--- config.mk ---
export PLATFORM = sky130hd
export DESIGN_NAME = mips16_mem_arbiter
export DESIGN_NICKNAME = d
export VERILOG_FILES = /design/src/rtl/mips16_mem_arbiter.sv
export SDC_FILE = /design/constraint.sdc
export NUM_CORES = 1
export LEC_CHECK = 0
export BUFFER_PORTS_ARGS = -buffer_cell sky130_fd_sc_hd__buf_2
export CORE_ASPECT_RATIO = 0.7
export CORE_UTILIZATION = 44
export CTS_BUF_LIST = sky130_fd_sc_hd__clkbuf_8
export DETAILED_ROUTE_END_ITERATION = 8
export PLACE_DENSITY_LB_ADDON = 0.08
export RECOVER_POWER = 25
export SLEW_MARGIN = 15
export SYNTH_ARGS = -nofsm -noshare
export SYNTH_HDL_FRONTEND = slang
export SYNTH_SLANG_ARGS = --single-unit
--- constraint.sdc ---
create_clock -name clk -period 3.45 [get_ports clk]
set_clock_uncertainty 0.15 [all_clocks]
set_input_delay 0.1725 -clock clk [delete_from_list [all_inputs] [get_ports clk]]
set_output_delay 0.1725 -clock clk [all_outputs]
set_load 0.02 [all_outputs]
--- src/rtl/mips16_mem_arbiter.sv ---
// Single-port memory arbiter for the MIPS16 core: shares one synchronous RAM between
// instruction fetch and load/store, sequencing reads by latency and driving stalls.
module mips16_mem_arbiter #(
  parameter int ADDR_W     = 16,
  parameter int DATA_W     = 16,
  parameter int MEM_LAT    = 1,
  parameter int STARVE_MAX = 4
) (
  input  logic              clk,
  input  logic              reset,
  input  logic              if_req,
  input  logic [ADDR_W-1:0] if_addr,
  output logic [DATA_W-1:0] if_rdata,
  output logic              if_ack,
  output logic              if_stall,
  input  logic              dm_req,
  input  logic              dm_we,
  input  logic [ADDR_W-1:0] dm_addr,
  input  logic [DATA_W-1:0] dm_wdata,
  output logic [DATA_W-1:0] dm_rdata,
  output logic              dm_ack,
  output logic              dm_stall,
  output logic              mem_en,
  output logic              mem_we,
  output logic [ADDR_W-1:0] mem_addr,
  output logic [DATA_W-1:0] mem_wdata,
  input  logic [DATA_W-1:0] mem_rdata
);

  localparam int CNT_W = $clog2(MEM_LAT + 1);
  localparam int STV_W = $clog2(STARVE_MAX + 1);

  typedef enum logic [1:0] {
    IDLE = 2'd0,
    WAIT = 2'd1,
    RESP = 2'd2
  } state_t;

  state_t            state_q, state_d;
  logic              owner_q, owner_d;
  logic [CNT_W-1:0]  cnt_q, cnt_d;
  logic [STV_W-1:0]  starve_q, starve_d;
  logic              if_ack_q, if_ack_d;
  logic              dm_ack_q, dm_ack_d;
  logic [DATA_W-1:0] if_rdata_q, if_rdata_d;
  logic [DATA_W-1:0] dm_rdata_q, dm_rdata_d;
  logic              grant_if, grant_dm;

  always_comb begin
    state_d    = state_q;
    owner_d    = owner_q;
    cnt_d      = cnt_q;
    starve_d   = starve_q;
    if_ack_d   = 1'b0;
    dm_ack_d   = 1'b0;
    if_rdata_d = if_rdata_q;
    dm_rdata_d = dm_rdata_q;
    grant_if   = 1'b0;
    grant_dm   = 1'b0;

    // DM has priority until it has starved a waiting fetch STARVE_MAX times in a row
    if (!reset && (state_q == IDLE || state_q == RESP)) begin
      if (dm_req && (!if_req || starve_q < STV_W'(STARVE_MAX))) begin
        grant_dm = 1'b1;
      end else if (if_req) begin
        grant_if = 1'b1;
      end
    end

    case (state_q)
      IDLE, RESP: begin
        if (grant_dm && dm_we) begin
          state_d  = RESP;
          owner_d  = 1'b1;
          dm_ack_d = 1'b1;
        end else if (grant_dm || grant_if) begin
          state_d = WAIT;
          owner_d = grant_dm;
          cnt_d   = CNT_W'(1);
        end else begin
          state_d = IDLE;
        end
      end
      WAIT: begin
        if (cnt_q == CNT_W'(MEM_LAT)) begin
          state_d = RESP;
          if (owner_q) begin
            dm_rdata_d = mem_rdata;
            dm_ack_d   = 1'b1;
          end else begin
            if_rdata_d = mem_rdata;
            if_ack_d   = 1'b1;
          end
        end else begin
          cnt_d = cnt_q + CNT_W'(1);
        end
      end
      default: state_d = IDLE;
    endcase

    if (!if_req || grant_if) begin
      starve_d = '0;
    end else if (grant_dm && starve_q < STV_W'(STARVE_MAX)) begin
      starve_d = starve_q + STV_W'(1);
    end
  end

  always_ff @(posedge clk) begin
    if (reset) begin
      state_q    <= IDLE;
      owner_q    <= 1'b0;
      cnt_q      <= '0;
      starve_q   <= '0;
      if_ack_q   <= 1'b0;
      dm_ack_q   <= 1'b0;
      if_rdata_q <= '0;
      dm_rdata_q <= '0;
    end else begin
      state_q    <= state_d;
      owner_q    <= owner_d;
      cnt_q      <= cnt_d;
      starve_q   <= starve_d;
      if_ack_q   <= if_ack_d;
      dm_ack_q   <= dm_ack_d;
      if_rdata_q <= if_rdata_d;
      dm_rdata_q <= dm_rdata_d;
    end
  end

  assign mem_en    = grant_if | grant_dm;
  assign mem_we    = grant_dm & dm_we;
  assign mem_addr  = grant_dm ? dm_addr : (grant_if ? if_addr : '0);
  assign mem_wdata = (grant_dm && dm_we) ? dm_wdata : '0;

  assign if_ack   = if_ack_q;
  assign dm_ack   = dm_ack_q;
  assign if_rdata = if_rdata_q;
  assign dm_rdata = dm_rdata_q;
  assign if_stall = if_req & ~if_ack_q;
  assign dm_stall = dm_req & ~dm_ack_q;

endmodule
### Word level (Yosys, flattened, before mapping)

Index checks and enable logic that the tools add are counted.

| cells by class | value |
|---|---|
| reduce and logical (&&, ||, !) cells | 20 |
| $add $sub $neg | 2 |
| multiply operators | 0 |
| muxes and demuxes | 23 |
| order comparisons | 1 |
| divide/modulo/power cells | 0 |
| bitwise logic cells | 9 |
| shifts and indexed selects | 0 |
| equal/unequal tests | 5 |

Operators with widths:

| kind | count |
|---|---|
| 16-bit 2-to-1 mux | 3 |
| 1-bit 2-to-1 mux | 15 |
| 3-bit AND reduction | 3 |
| 2-bit inequality test, second input constant | 3 |
| 1-bit inverter | 5 |
| 1-bit logical AND | 4 |
| 1-bit logical OR | 4 |
| 2-bit 2-to-1 mux | 2 |
| 1-bit one-hot mux with 2 select lines | 2 |
| 2-bit one-hot mux with 2 select lines | 1 |
| 2-bit nonzero test | 2 |
| 2-bit OR reduction | 2 |
| 3-bit by 1-bit adder with 3-bit output, second input constant | 1 |
| 1-bit AND | 3 |
| 3-bit less-than comparator, second input constant | 1 |
| 3-bit OR reduction | 1 |
| 2-bit by 1-bit equality test with 1-bit output, second input constant | 1 |
| 2-bit equality test, second input constant | 1 |
| 1-bit logical NOT | 2 |
| 2-bit logical NOT | 1 |
| 2-bit AND reduction | 1 |
| 1-bit adder, second input constant | 1 |
| 1-bit bitwise OR | 1 |

| word-level totals | value |
|---|---|
| word-level logic and storage cells | 68 |
| latch bits | 0 |
| memory bits (writable) | 0 |
| memories kept | 0 |
| register bits | 41 |
| output and inout port bits | 70 |
| memory bits (read-only) | 0 |
| input bits | 69 |

### Depth between registers and ports, before layout

| depth | value |
|---|---|
| depth in word-level cells | 9 |
| depth in mapped cells | 5 |
| gate-level depth less buffers | 4 |

### Worst setup path after synthesis

OpenSTA, ideal clock, no wires.

| path | value |
|---|---|
| kind | flip-flop to output port |
| start point | register starve_q[2] |
| end point | output mem_addr[10] |
| arrival | 1201 ps |
| path slack | 1926 ps |
| stages on the path, launching flop included | 6 |
| path through | dfxtp_1 -> nand2b_2 -> and3_4 -> buf_6 -> buf_6 -> a22o_1 |

| between the ends | value |
|---|---|
| longest elaborated chain between the ends | 7 |
| elaborated cells between the ends (all ways) | 9 |
| classes of those cells | order compare (1); mux (6); reduce/logical (2) |

RTL lines:

| what | line | RTL |
|---|---|---|
| start: declaration | 42 | `logic [STV_W-1:0] starve_q, starve_d;` |
| start signal: assignment | 122 | `starve_q <= starve_d;` |
| 3-bit less-than comparator (*) | 63 | `if (dm_req && (!if_req \|\| starve_q < STV_W'(STARVE_MAX))) begin` |
| 1-bit logical OR (*) | 63 |  |
| 1-bit logical AND (*) | 63 |  |
| 1-bit 2-to-1 mux | 63 |  |
| 1-bit 2-to-1 mux | 62 | `if (!reset && (state_q == IDLE \|\| state_q == RESP)) begin` |
| 16-bit 2-to-1 mux | 132 | `assign mem_addr = grant_dm ? dm_addr : (grant_if ? if_addr : '0);` |
| 16-bit 2-to-1 mux (*) | 132 |  |
| end: declaration | 25 | `output logic [ADDR_W-1:0] mem_addr,` |

Every way passes the cells marked *; elsewhere a longest branch is shown, timed or not.

### Worst setup path after layout

| path | value |
|---|---|
| start point | register state_q[0] |
| end point | output mem_addr[3] |

| between the ends | value |
|---|---|
| longest elaborated chain between the ends | 6 |
| elaborated cells between the ends (all ways) | 8 |
| classes of those cells | eq/ne (1); mux (4); reduce/logical (3) |

RTL lines:

| what | line | RTL |
|---|---|---|
| start: declaration | 39 | `state_t state_q, state_d;` |
| start signal: assignment | 119 | `state_q <= state_d;` |
| 2-bit equality test / 2-bit logical NOT (equally long branches) | 62 |  |
| 1-bit logical OR (*) | 62 |  |
| 1-bit logical AND (*) | 62 |  |
| 1-bit 2-to-1 mux | 62 |  |
| 16-bit 2-to-1 mux | 132 |  |
| 16-bit 2-to-1 mux (*) | 132 |  |

Marks and branches as above.

==> metrics.md <==
| Metric | Value |
|---|---|
| Clock buffer depth | `2` |
| Setup CP Type | `flop to output port` |
| P_leak | `approximately 1.3 nW` |
| Post-Synth Adder-Cell Area | `0.681%` |
| Clock power share | `between 30% and 40%` |
| Die Ht | `56.1 um` |
| Hold crit path type | `primary input to flop` |
| Sw frac | `24.8%` |
| Pre-Repair DR Iteration Count | `4` |
| Crit-path max FO | `17` |
| Final instance area | `0.00272 sq mm` |
| CTS tree | `done` |
| Area grow syn2layout | `48.2%` |
| Relative slew slack | `49.0%` |
| VDD IR max | `approximately 0.32 mV` |
| Port Buffer Count | `138` |
| Tot Pwr | `1.06 mW` |
| Routed Antenna Nets | `0` |
| Placed cells | `399` |
| Clock sinks | `41` |
| Clock buffers created by TritonCTS | `5` |
| Fin crit share | `65.9%` |
| Hpwl dp | `3740 um` |
| Count of different cell masters after synthesis | `31` |
| Vias in the first global route | `1844` |
| Synth top cells by count | `nand2_1, dfxtp_1, a21oi_1, and2_1, a22o_1` |
| Setup violations, final | `0` |
| Post-Synth Simple-Gate Area | `28.2%` |
| Synth Area in XOR/XNOR | `0%` |
| GPL Wtd Cong | `between 0.7 and 0.8` |
| Outcome | `complete, no violations` |
| N_diodes | `0` |
| Initial Utilization | `between 40% and 50%` |
| Die width | `79.2 um` |
| Compound-Gate Fraction of Synth Area | `roughly a fifth` |
| Post-synth EDFFs | `0` |
| Synth Cell Area | `0.00184 sq mm` |
| Area share of the largest cell type after synthesis | `44.7%` |
| Sequential share of the synthesized area | `44.7%` |
| Worst-Skew Late Latency | `roughly 0.29 ns` |
| Worst setup SP type | `flop` |
| Main flop type after synthesis | `dfxtp_1` |
| Cells on Worst Hold Path | `3` |
| Mapped Nets | `296` |
| Share of flip-flops with an asynchronous set or reset | `0%` |
| Initial antenna violation count | `0` |
| Crit path DAT | `1.95 ns` |
| Gr ovfl total | `0` |
| Post-synthesis mux area share | `0%` |
| Via-to-Cell Ratio | `about 4.9` |
| Int Power | `795 uW` |
| Req. time, crit path | `3.13 ns` |
| Switch Pwr | `about 260 uW` |
| Final nets | `440` |
| Least-Margin Pin Slew | `0.761 ns` |
| Pwr Density | `around 390 mW/mm^2` |
| Row cnt | `19` |
| Routed WL per cell | `between 10 and 15 um` |
| Top cell type by total area after synthesis | `dfxtp_1` |
| Period minus WS final | `2.27 ns` |
| Max Cap Viol | `0` |
| Ports | `139` |
| Final cell count without fillers | `423` |
| Max Slew Vio Count | `0` |
| Comb pwr share | `around 16%` |
| Register bit total from synthesis | `41` |
| Ys Warns | `0` |
| WL final | `5280 um` |
| Cell with the most instances after synthesis | `nand2_1` |
| Syn avg cell area | `8.13 sq um` |
| Cells after synthesis | `approximately 230` |
| Resize count post-CTS | `0` |
| Worst-path clk slew | `0.07 ns` |
| Main combinational cell family by area after synthesis | `simple AND/OR/NAND/NOR gates` |
| FMAX | `440 MHz` |
| CORE AREA | `between 0.003 and 0.004 sq mm` |
| Largest net degree at the start of global routing | `between 40 and 50` |
| Final TNS setup | `0 ns` |
| Die Area | `0.00444 sq mm` |
| Final hold violation count | `0` |
| Tot GR Track Use | `around a quarter` |
| Number of DRC markers in iteration 0 | `92` |
| RSZ-0062 raised after global routing | `no` |
| Flop pwr share | `46.6%` |
| Area contributors post-synth | `dfxtp_1, nand2_1, a21oi_1` |
| Via count | `2056` |
| Global-route wire length before repair | `a little over 8000 um` |
| Residual DRC | `0` |
| R2R cell count | `3` |
| Layout cells sized above 1 | `32.9%` |
| Worst Setup End Kind | `output port` |
| Root Buffer | `clkbuf_8` |
| H-tree depth | `2` |
| DP Area | `0.00248 sq mm` |
==> kinds of logic after synthesis <==
family          count (synthesis)
buf+inv                        19
fa+ha+maj                       1
simple gates                  107
compound gates                 58
flops                          41
==> routing by layer <==
layer	track usage, %	share of wire, %	vias to the layer above
met4	7.79	1.0	0
met5	0	0	-
met2	39.9	46	85
li1	-	-	1050
met3	5.08	6.7	7
met1	29.7	46	914
==> worst paths after layout <==
kind                              startpoint           end  slack [ns]
worst max-delay path              state_q[0]   mem_addr[3]        1.18
worst max register to register    state_q[0]  if_rdata[10]        1.50
worst min register to register  if_rdata[15]  if_rdata[15]        0.31
worst min-delay path                  dm_req   starve_q[2]        0.05
==> power by group through the flow <==
stage / combinational (mW) / clock (mW) / sequential [mW]
finish: 0.171 / 0.393 / 0.494
global route: 0.186 / 0.413 / 0.495
CTS: 0.172 / 0.398 / 0.493
detailed placement: 0.158 / 0 / 0.504
global placement: 0.157 / 0 / 0.504
floorplan: 0.0882 / 0 / 0.507
==> flip-flops by register name (all words and copies together), names as in the netlist <==
| signal | flops |
|---|---|
| cnt_q | 1 |
| if_ack | 1 |
| dm_rdata | 16 |
| dm_ack | 1 |
| if_rdata | 16 |
| starve_q | 3 |
| owner_q | 1 |
| state_q | 2 |
==> cells in the final DEF, fill, tap and decap left out, types with 2 or more instances in the layout <==
cell             n
a21oi_1         36
a22o_1          16
a31oi_1          2
and2_1          17
buf_2          111
clkbuf_1        27
clkbuf_8         6
dfxtp_1         41
dlygate4sd3_1   16
inv_1            2
nand2_1         69
nand2b_1         2
nand3_1          3
nor2_1           4
nor2b_1          3
==> final cells by class <==
| type | instances | area, sq um |
|---|---|---|
| Fill cell | 371 | 1250 |
| Tap cell | 52 | 65.1 |
| Clock buffer | 6 | 82.6 |
| Clock inverter | 2 | 33.8 |
| Multi-Input combinational cell | 166 | 896 |
| Inverter | 2 | 7.51 |
| Timing Repair Buffer | 154 | 817 |
| Sequential cell | 41 | 821 |
==> worst max-delay path, cell delays in order, from the launching register on <==
cell	delay [ns]
dfxtp_1	0.44
a211oi_1	0.26
and2_1	0.57
a22o_1	0.23
buf_2	0.16
==> metrics by stage <==
stage / hold slack, ns / setup slack [ns] / util, %
after floorplan: 0.158 / 1.93 / -
after global placement: 0.278 / 1.41 / 62.5
after detailed placement: 0.278 / 1.36 / 62.5
after CTS: 0.0480 / 1.20 / 69.4
after global routing: 0.0737 / 1.05 / 68.6
final: 0.0542 / 1.18 / 68.6
==> repair_timing <==
action | in CTS | in global routing
hold endpoints to repair | 30 | 0
buffers inserted | 0 | 0
hold buffers | 16 | 0
Power figures use the tool's default switching activity.
